## src/rtl/accum_readout_ctrl.sv

```systemverilog
// accum_readout_ctrl: freezes the accumulator and streams its bytes out through the datapath mux
module accum_readout_ctrl #(
    parameter int unsigned SETTLE_CYCLES = 1,
    parameter bit          INCLUDE_CARRY = 1'b1
) (
    input  logic       clk_i,
    input  logic       reset_i,
    input  logic       start_i,
    input  logic       abort_i,
    input  logic [7:0] mux_data_i,
    output logic [2:0] mux_sel_o,
    output logic       acc_hold_o,
    output logic [7:0] out_data_o,
    output logic       out_valid_o,
    input  logic       out_ready_i,
    output logic [1:0] out_index_o,
    output logic       busy_o,
    output logic       done_o
);
    localparam logic [2:0] MUX_SEL_REGISTER_2_LSB = 3'd0;
    localparam logic [2:0] MUX_SEL_REGISTER_2_MSB = 3'd1;
    localparam logic [2:0] MUX_SEL_COUNTER_VALUE  = 3'd2;
    localparam logic [2:0] MUX_SEL_COUNTER_CARRY  = 3'd3;
    localparam logic [1:0] LAST_IDX               = INCLUDE_CARRY ? 2'd3 : 2'd2;
    localparam logic [3:0] SETTLE_LAST            = 4'(SETTLE_CYCLES - 1);

    typedef enum logic [2:0] {IDLE, HOLD, SELECT, PRESENT, DONE} state_t;

    state_t     state_q;
    logic [3:0] settle_q;
    logic [1:0] idx_q;
    logic [2:0] mux_sel_q;
    logic       acc_hold_q;
    logic [7:0] out_data_q;
    logic       out_valid_q;
    logic [1:0] out_index_q;
    logic       busy_q;
    logic       done_q;

    function automatic logic [2:0] sel_code(input logic [1:0] i);
        return i == 2'd0 ? MUX_SEL_REGISTER_2_LSB :
               i == 2'd1 ? MUX_SEL_REGISTER_2_MSB :
               i == 2'd2 ? MUX_SEL_COUNTER_VALUE  : MUX_SEL_COUNTER_CARRY;
    endfunction

    // Readout sequencer; abort outranks every transition, including a same-cycle handshake
    always_ff @(posedge clk_i or posedge reset_i) begin
        if (reset_i) begin
            state_q     <= IDLE;
            settle_q    <= 4'd0;
            idx_q       <= 2'd0;
            mux_sel_q   <= MUX_SEL_REGISTER_2_LSB;
            acc_hold_q  <= 1'b0;
            out_data_q  <= 8'd0;
            out_valid_q <= 1'b0;
            out_index_q <= 2'd0;
            busy_q      <= 1'b0;
            done_q      <= 1'b0;
        end else if (abort_i && state_q != IDLE) begin
            state_q     <= IDLE;
            settle_q    <= 4'd0;
            idx_q       <= 2'd0;
            mux_sel_q   <= MUX_SEL_REGISTER_2_LSB;
            acc_hold_q  <= 1'b0;
            out_valid_q <= 1'b0;
            busy_q      <= 1'b0;
            done_q      <= 1'b0;
        end else begin
            done_q <= 1'b0;
            case (state_q)
                IDLE: if (start_i && !abort_i) begin
                    state_q    <= HOLD;
                    acc_hold_q <= 1'b1;
                    busy_q     <= 1'b1;
                    idx_q      <= 2'd0;
                end
                HOLD: begin
                    state_q   <= SELECT;
                    mux_sel_q <= sel_code(2'd0);
                    settle_q  <= 4'd0;
                end
                SELECT: if (settle_q == SETTLE_LAST) begin
                    state_q     <= PRESENT;
                    settle_q    <= 4'd0;
                    out_data_q  <= mux_data_i;
                    out_valid_q <= 1'b1;
                    out_index_q <= idx_q;
                end else begin
                    settle_q <= settle_q + 4'd1;
                end
                PRESENT: if (out_ready_i) begin
                    out_valid_q <= 1'b0;
                    if (idx_q == LAST_IDX) begin
                        state_q    <= DONE;
                        done_q     <= 1'b1;
                        acc_hold_q <= 1'b0;
                    end else begin
                        state_q   <= SELECT;
                        idx_q     <= idx_q + 2'd1;
                        mux_sel_q <= sel_code(idx_q + 2'd1);
                    end
                end
                DONE: begin
                    state_q   <= IDLE;
                    busy_q    <= 1'b0;
                    idx_q     <= 2'd0;
                    mux_sel_q <= MUX_SEL_REGISTER_2_LSB;
                end
                default: state_q <= IDLE;
            endcase
        end
    end

    assign mux_sel_o   = mux_sel_q;
    assign acc_hold_o  = acc_hold_q;
    assign out_data_o  = out_data_q;
    assign out_valid_o = out_valid_q;
    assign out_index_o = out_index_q;
    assign busy_o      = busy_q;
    assign done_o      = done_q;
endmodule

```

## config.mk

```make
export PLATFORM = sky130hd
export DESIGN_NAME = accum_readout_ctrl
export DESIGN_NICKNAME = d
export VERILOG_FILES = /design/src/rtl/accum_readout_ctrl.sv
export SDC_FILE = /design/constraint.sdc
export NUM_CORES = 1
export LEC_CHECK = 0
export ABC_CLOCK_PERIOD_IN_PS = 2250
export CORE_ASPECT_RATIO = 1.1
export CORE_MARGIN = 2
export CORE_UTILIZATION = 50
export DETAILED_ROUTE_END_ITERATION = 8
export GPL_TIMING_DRIVEN = 0
export MAX_ROUTING_LAYER = met4
export PLACE_DENSITY_LB_ADDON = 0.2
export SLEW_MARGIN = 5
export SYNTH_ARGS = -nofsm -noshare
export SYNTH_HDL_FRONTEND = slang
export SYNTH_SLANG_ARGS = --single-unit
```

## constraint.sdc

```tcl
create_clock -name clk_i -period 2.25 [get_ports clk_i]
set_input_delay 0.3375 -clock clk_i [delete_from_list [all_inputs] [get_ports clk_i]]
set_output_delay 0.3375 -clock clk_i [all_outputs]
set_load 0.02 [all_outputs]
```

==> flow_summary_export.csv, run 1 <==
group,metric,value,unit
timing,worst_clock_skew,0.00479,ns
synth,synth_area,1370,um2
synth,synth_top_area_share,45.7,%
placement,place_area,1690,um2
synth,ys_ff_latch,25,
power,switchingPower,0.476,mW
flow_run,drv_cap,0,
floorplan,fp.coreArea,2540,um2
clocking,post-cts-setup-buffer-count,0,
power,power.density,857,nW/um2
global_routing,use_met3,3.81,%
placement,io_buffers,28,
final_layout,diodes,0,
global_routing,antenna_found_initial,0,
route,drcViolationCount,0,
route,drt_pass1_iterations,4,
global_routing,grt_max_degree,26,
power,seq_power_share,41.8,%
clocking,post_cts_resize_count,0,
route,wl_per_cell,15.0,um
synth,synthMuxAreaShare,12.1,%
setup_path,regToRegEndpoint,"mux_sel_o[0]",
final_layout,syn_to_final_growth,25.2,%
timing,rsz0062_at_grt,"no",
route,routed_via_density,5.58,
final_layout,finalNonFillerCells,185,
clocking,cts_tree,"done",
synth,synthAdderAreaFrac,4.57,%
synth,syn-instance-count,122,
setup_path,endpoint_kind,"flip-flop",
synth,ys_warn_count,0,
timing,fin_tns_setup,0,ns
timing,worst_pin_slew,0.915,ns
synth,synth_cell_types,41,
power,p_clk_share,13.1,%
synth,synth_common_cells,"dfrtp_1, mux2_4, inv_1",
placement,placed_cells,181,
global_routing,grt_remaining_overflow,0,
final_layout,fin_util,67.4,%
timing,setup_viol_count_final,0,
timing,maxSlewHeadroom,39.0,%
placement,globalplace.congestion,0.870,
power,sw_frac_of_total,32.4,%
clocking,ctsRootBufferMaster,"clkbuf_4",
setup_path,critPathCapture,"mux_sel_o[0]",
final_layout,drive_gt1_share,18.8,%
global_routing,grt_util_all_layers,20.2,%
clocking,cts.sinks,25,
setup_path,r2r_setup_slack,0.46,ns
setup_path,cp.required,2.46,ns
route,ant_nets,0,
clocking,clkSlewWorstSetupHoldPaths,0.13,ns
setup_path,crit_fanout,7,
global_routing,grt_pass1_wl,4460,um
synth,synth-main-ff-cell,"dfrtp_1",
synth,synth-simple-area-share,15.5,%
synth,syn_nets,140,
timing,slew_viol_final,0,
route,wl,2780,um
route,drt-initial-drc-count,31,
clocking,clockBufferDepth,2,
synth,synth_xor_area_share,0.639,%
floorplan,rows,19,
synth,synth_top_family_by_area,"compound AO/OA/AOI/OAI gates",
power,total_power,1.47,mW
setup_path,crit_start,"idx_q[0]",
clocking,cts_hold_buf,0,
power,power.internal,0.993,mW
placement,hpwl,2090,um
clocking,insertion_delay,0.31,ns
timing,post-route-min-period,1.79,ns
min_path,hold_path.class,"reg2reg",
global_routing,met1_usage,23.8,%
floorplan,start_util,53.9,%
timing,finalCritPeriodShare,79.8,%
timing,finalHoldViolations,0,
setup_path,path_class,"reg2reg",
floorplan,dieArea,3180,um2
final_layout,stdcell_area,1720,um2
setup_path,crit-reg2reg-launch,"idx_q[0]",
synth,synth-edff-count,0,
final_layout,fin_nets,173,
global_routing,grt_pass1_vias,1027,
clocking,cts_buffers,3,
setup_path,ff2ff_path_depth,5,
synth,async_reset_ff_share,100,%
route,vias,1032,
power,leakage,0.839,nW
run_status,status,"complete, no violations",
global_routing,grt_use_met2,33.1,%
timing,fmax,0.557,GHz
synth,yosysSeqAreaShare,45.7,%
floorplan,die_height,58.9,um
floorplan,die_x,53.9,um
synth,yosysMostFrequentCell,"dfrtp_1",
floorplan,pin_count,30,
synth,avgSynthCellArea,11.2,um2
synth,synth-compound-area-share,15.9,%
global_routing,grt.busiest_layer,"met2",
setup_path,crit_arrival,2.01,ns
synth,synthTopCellsByArea,"dfrtp_1, mux2_4, ha_1, inv_1, a211o_1",
power,p_comb_share,45.1,%
synth,synth_top_cell_by_area,"dfrtp_1",
clocking,htreeDepth,1,
power,vdd_drop_max,0.662,mV
setup_path,cp-start-kind,"flip-flop",
[cell usage in the layout (no fill, tap or decap), types with 2 or more instances in the layout]
cell / instances
and3_2: 2
buf_4: 2
nor2_1: 6
a21oi_1: 4
clkbuf_4: 3
o21ai_0: 5
a22o_1: 2
buf_6: 2
nand2_1: 6
a21o_1: 3
nand2b_1: 3
o21a_1: 2
dfrtp_1: 25
nor2b_1: 2
mux2_4: 11
a211o_1: 3
clkdlybuf4s50_1: 28
o21ai_1: 3
nand3b_1: 2
inv_1: 7
nor3_1: 5
buf_2: 2
ha_1: 5
[power groups by stage]
| stage | Sequential (mW) | Combinational (mW) | Clock [mW] |
|---|---|---|---|
| floorplan | 0.753 | 0.256 | 0 |
| global placement | 0.619 | 0.656 | 0 |
| detailed placement | 0.626 | 0.666 | 0 |
| CTS | 0.616 | 0.671 | 0.202 |
| global route | 0.629 | 0.711 | 0.229 |
| finish | 0.615 | 0.663 | 0.192 |
[cell type report]
cell class / count / area, um2
buffer: 6 / 47.5
inverter: 7 / 26.3
fill: 199 / 828
timing repair buffer: 28 / 280
clock buffer: 4 / 26.3
sequential: 25 / 626
multi-input combinational: 84 / 671
tap: 31 / 38.8
[worst max-delay path, stage by stage, from the launching register on]
cell      delay (ns)
dfrtp_1         0.47
ha_1            0.31
nand2b_1        0.17
a211o_1         0.29
and3_4          0.17
mux2_4          0.28
[sequential cells by signal, summed over array words and instances, names as in the netlist]
signal       count
idx_q            2
settle_q         4
done_o           1
out_valid_o      1
out_data_o       8
acc_hold_o       1
busy_o           1
out_index_o      2
state_q          3
mux_sel_o        2
[worst min path at each step]
stage	startpoint	to	depth (start not counted)
6_report	mux_sel_o[1]	mux_sel_o[1]	1
5_1_grt	mux_sel_o[1]	mux_sel_o[1]	1
4_1_cts	mux_sel_o[1]	mux_sel_o[1]	1
3_5_place_dp	mux_sel_o[1]	mux_sel_o[1]	1
3_3_place_gp	mux_sel_o[1]	mux_sel_o[1]	1
2_1_floorplan	reset_i	acc_hold_o	1
[stage by stage]
step / setup WS (ns) / hold slack [ns]
6_report: 0.455 / 0.490
5_1_grt: 0.408 / 0.504
4_1_cts: 0.444 / 0.495
3_5_place_dp: 0.326 / 0.465
3_3_place_gp: 0.342 / 0.463
2_1_floorplan: 0.593 / 0.365
[layer usage]
layer  vias up  wire length (um)
li1        491                 -
met1       496              1190
met2        41              1360
met3         4               191
met4         0                27
met5         -                 0
[kinds of logic after synthesis]
kind of cell | Yosys count
xor+xnor | 1
compound gates | 31
fa+ha+maj | 5
mux | 11
other cells | 1
buf+inv | 13
simple gates | 35
flops | 25
No activity file was read; power rests on OpenSTA's default activity.
==> run 2, diff against run 1 <==
ABC_CLOCK_PERIOD_IN_PS = 1900   (was 2250)
clock period = 1.9 ns   (was 2.25 ns; I/O delays follow)
==> results of run 2 <==
The final DEF is identical to that of run 1. Status: complete, no violations.
Main changes from that run: setup slack after placement 0.326 ns -> 0.0284 ns; setup slack after layout 0.455 ns -> 0.105 ns; hold slack 0.490 ns -> 0.463 ns; register-to-register setup slack 0.46 ns -> 0.11 ns; total power 1.47 mW -> 1.74 mW; worst IR drop on VDD 0.662 mV -> 0.784 mV
==> run 3, diff against run 2 <==
MAX_ROUTING_LAYER = default   (was met4)
PLACE_DENSITY = 0.8   (was default)
PLACE_DENSITY_LB_ADDON = default   (was 0.2)
==> run 3 against run 2 <==
  * Flip-flop and latch count did not move
  * Core utilization grew 0.15 points
  * Combinational power barely moved
  * Clock-buffer cell count decreased by 1
  * Via count down 2.1%
  * Final area grew 0.22%
  * Die area is the same
  * Wire length down 3.3%
  * Maximum frequency fell by 1.4%
  * Cell count stayed put
  * First-iteration DRC count shrank 32%
==> flow_summary_export.csv, run 3 (same netlist as run 1, synthesis figures left out) <==
group,metric,value,unit
timing,worst_clock_skew,0.00937,ns
run_status,status,"complete, no violations",
global_routing,grt_remaining_overflow,0,
min_path,hold_path.class,"in2async",
floorplan,die_x,53.9,um
route,vias,1010,
placement,placed_cells,181,
clocking,ctsRootBufferMaster,"clkbuf_4",
setup_path,cp-start-kind,"flip-flop",
timing,post-route-min-period,1.82,ns
final_layout,regArea,626,um2
floorplan,die_height,58.9,um
power,vdd_drop_max,0.837,mV
placement,io_buffers,28,
clocking,post_cts_resize_count,0,
clocking,cts_buffers,3,
placement,globalplace.congestion,0.881,
clocking,htreeDepth,1,
timing,worst_pin_slew,0.925,ns
timing,setup_viol_count_final,0,
floorplan,start_util,53.9,%
route,wl,2690,um
final_layout,fin_nets,173,
clocking,cts.sinks,25,
final_layout,diodes,0,
timing,finalHoldViolations,0,
global_routing,grt_util_all_layers,18.9,%
global_routing,grt_pass1_wl,4470,um
final_layout,final_cell_mix,"clkdlybuf4s50_1, dfrtp_1, mux2_4",
power,power.density,1030,nW/um2
timing,slew_viol_final,0,
route,drt_pass1_iterations,4,
clocking,clockBufferDepth,2,
clocking,post-cts-setup-buffer-count,0,
clocking,insertion_delay,0.33,ns
floorplan,fp.coreArea,2540,um2
timing,rsz0062_at_grt,"no",
timing,fmax,0.549,GHz
route,wl_per_cell,14.5,um
route,ant_nets,0,
floorplan,dieArea,3180,um2
clocking,cts_hold_buf,0,
final_layout,multi_input_area,671,um2
final_layout,finalNonFillerCells,185,
route,routed_via_density,5.46,
final_layout,drive_gt1_share,19.5,%
setup_path,endpoint_kind,"flip-flop",
setup_path,crit_arrival,2.06,ns
flow_run,drv_cap,0,
floorplan,rows,19,
global_routing,grt_max_degree,26,
setup_path,cp.required,2.13,ns
final_layout,largest_reg_flops,8,
final_layout,syn_to_final_growth,25.5,%
placement,hpwl,2020,um
timing,fin_tns_setup,0,ns
floorplan,pin_count,30,
clocking,cts_tree,"done",
timing,finalCritPeriodShare,95.8,%
final_layout,final_common_cell,"clkdlybuf4s50_1",
route,drcViolationCount,0,
setup_path,path_class,"reg2reg",
setup_path,r2r_setup_slack,0.08,ns
timing,hold_ws,0.446,ns
final_layout,fillers,201,
route,drt-initial-drc-count,21,
global_routing,antenna_found_initial,0,
power,leakage,0.838,nW
setup_path,crit_fanout,7,
clocking,clkSlewWorstSetupHoldPaths,0.15,ns
timing,maxSlewHeadroom,38.3,%
global_routing,grt_pass1_vias,1003,
## run 3: changes by cell type in the layout (fill, tap and decap cells not counted)
| cell | delta |
|---|---|
| clkbuf_1 | -1 |
| clkinvlp_4 | +1 |
## run 3: layout make-up
cell class	instances	share of cell area, %
clock buffers	3	1.31
inverters	7	1.53
repair buffers	28	16.3
well taps	31	2.26
multi-input cells	84	39.0
plain buffers	6	2.77
flip-flops and latches	25	36.4
clock inverters	1	0.437
## run 3: where the power goes
part	internal (mW)	switching (mW)	leakage (nW)
registers	0.659	0.0691	0.323
logic	0.436	0.350	0.501
clock network	0.0806	0.168	0.0139
## run 3: worst paths after layout
kind,from,to,cells past startpoint
setup / recovery,idx_q[0],mux_sel_o[0],5
hold / removal,reset_i,out_index_o[0],2
setup reg to reg,idx_q[0],mux_sel_o[0],5
hold reg to reg,mux_sel_o[1],mux_sel_o[1],1
max in group asynchronous,reset_i,state_q[0],2
min in group clk_i,mux_sel_o[1],mux_sel_o[1],1
## run 3: per-layer routing
metal	share of wire, %	global-route usage [%]	vias to the layer above
met5	0	0	-
met4	1.2	5.86	0
met3	6.7	3.05	4
met2	46	29.4	32
met1	46	26.7	481
li1	-	-	493
## run 3: worst max-delay path, cell delays in order (launching register included)
cell and delay [ns]:
dfrtp_1 0.47, ha_1 0.31, nand2b_1 0.18, a211o_1 0.29, and3_4 0.18, mux2_4 0.29
## run 3: stage by stage
| step | worst slack [ns] | utilization, % | power, mW | area, um2 |
|---|---|---|---|---|
| detailed placement | 0.00991 | 66.4 | 1.53 | 1690 |
| finish | 0.0794 | 67.6 | 1.76 | 1720 |
| CTS | 0.0854 | 67.6 | 1.78 | 1720 |
| global placement | 0.0148 | 66.4 | 1.51 | 1690 |
| floorplan | 0.243 | - | 1.20 | 1370 |
| global route | 0.0328 | 67.6 | 1.86 | 1720 |
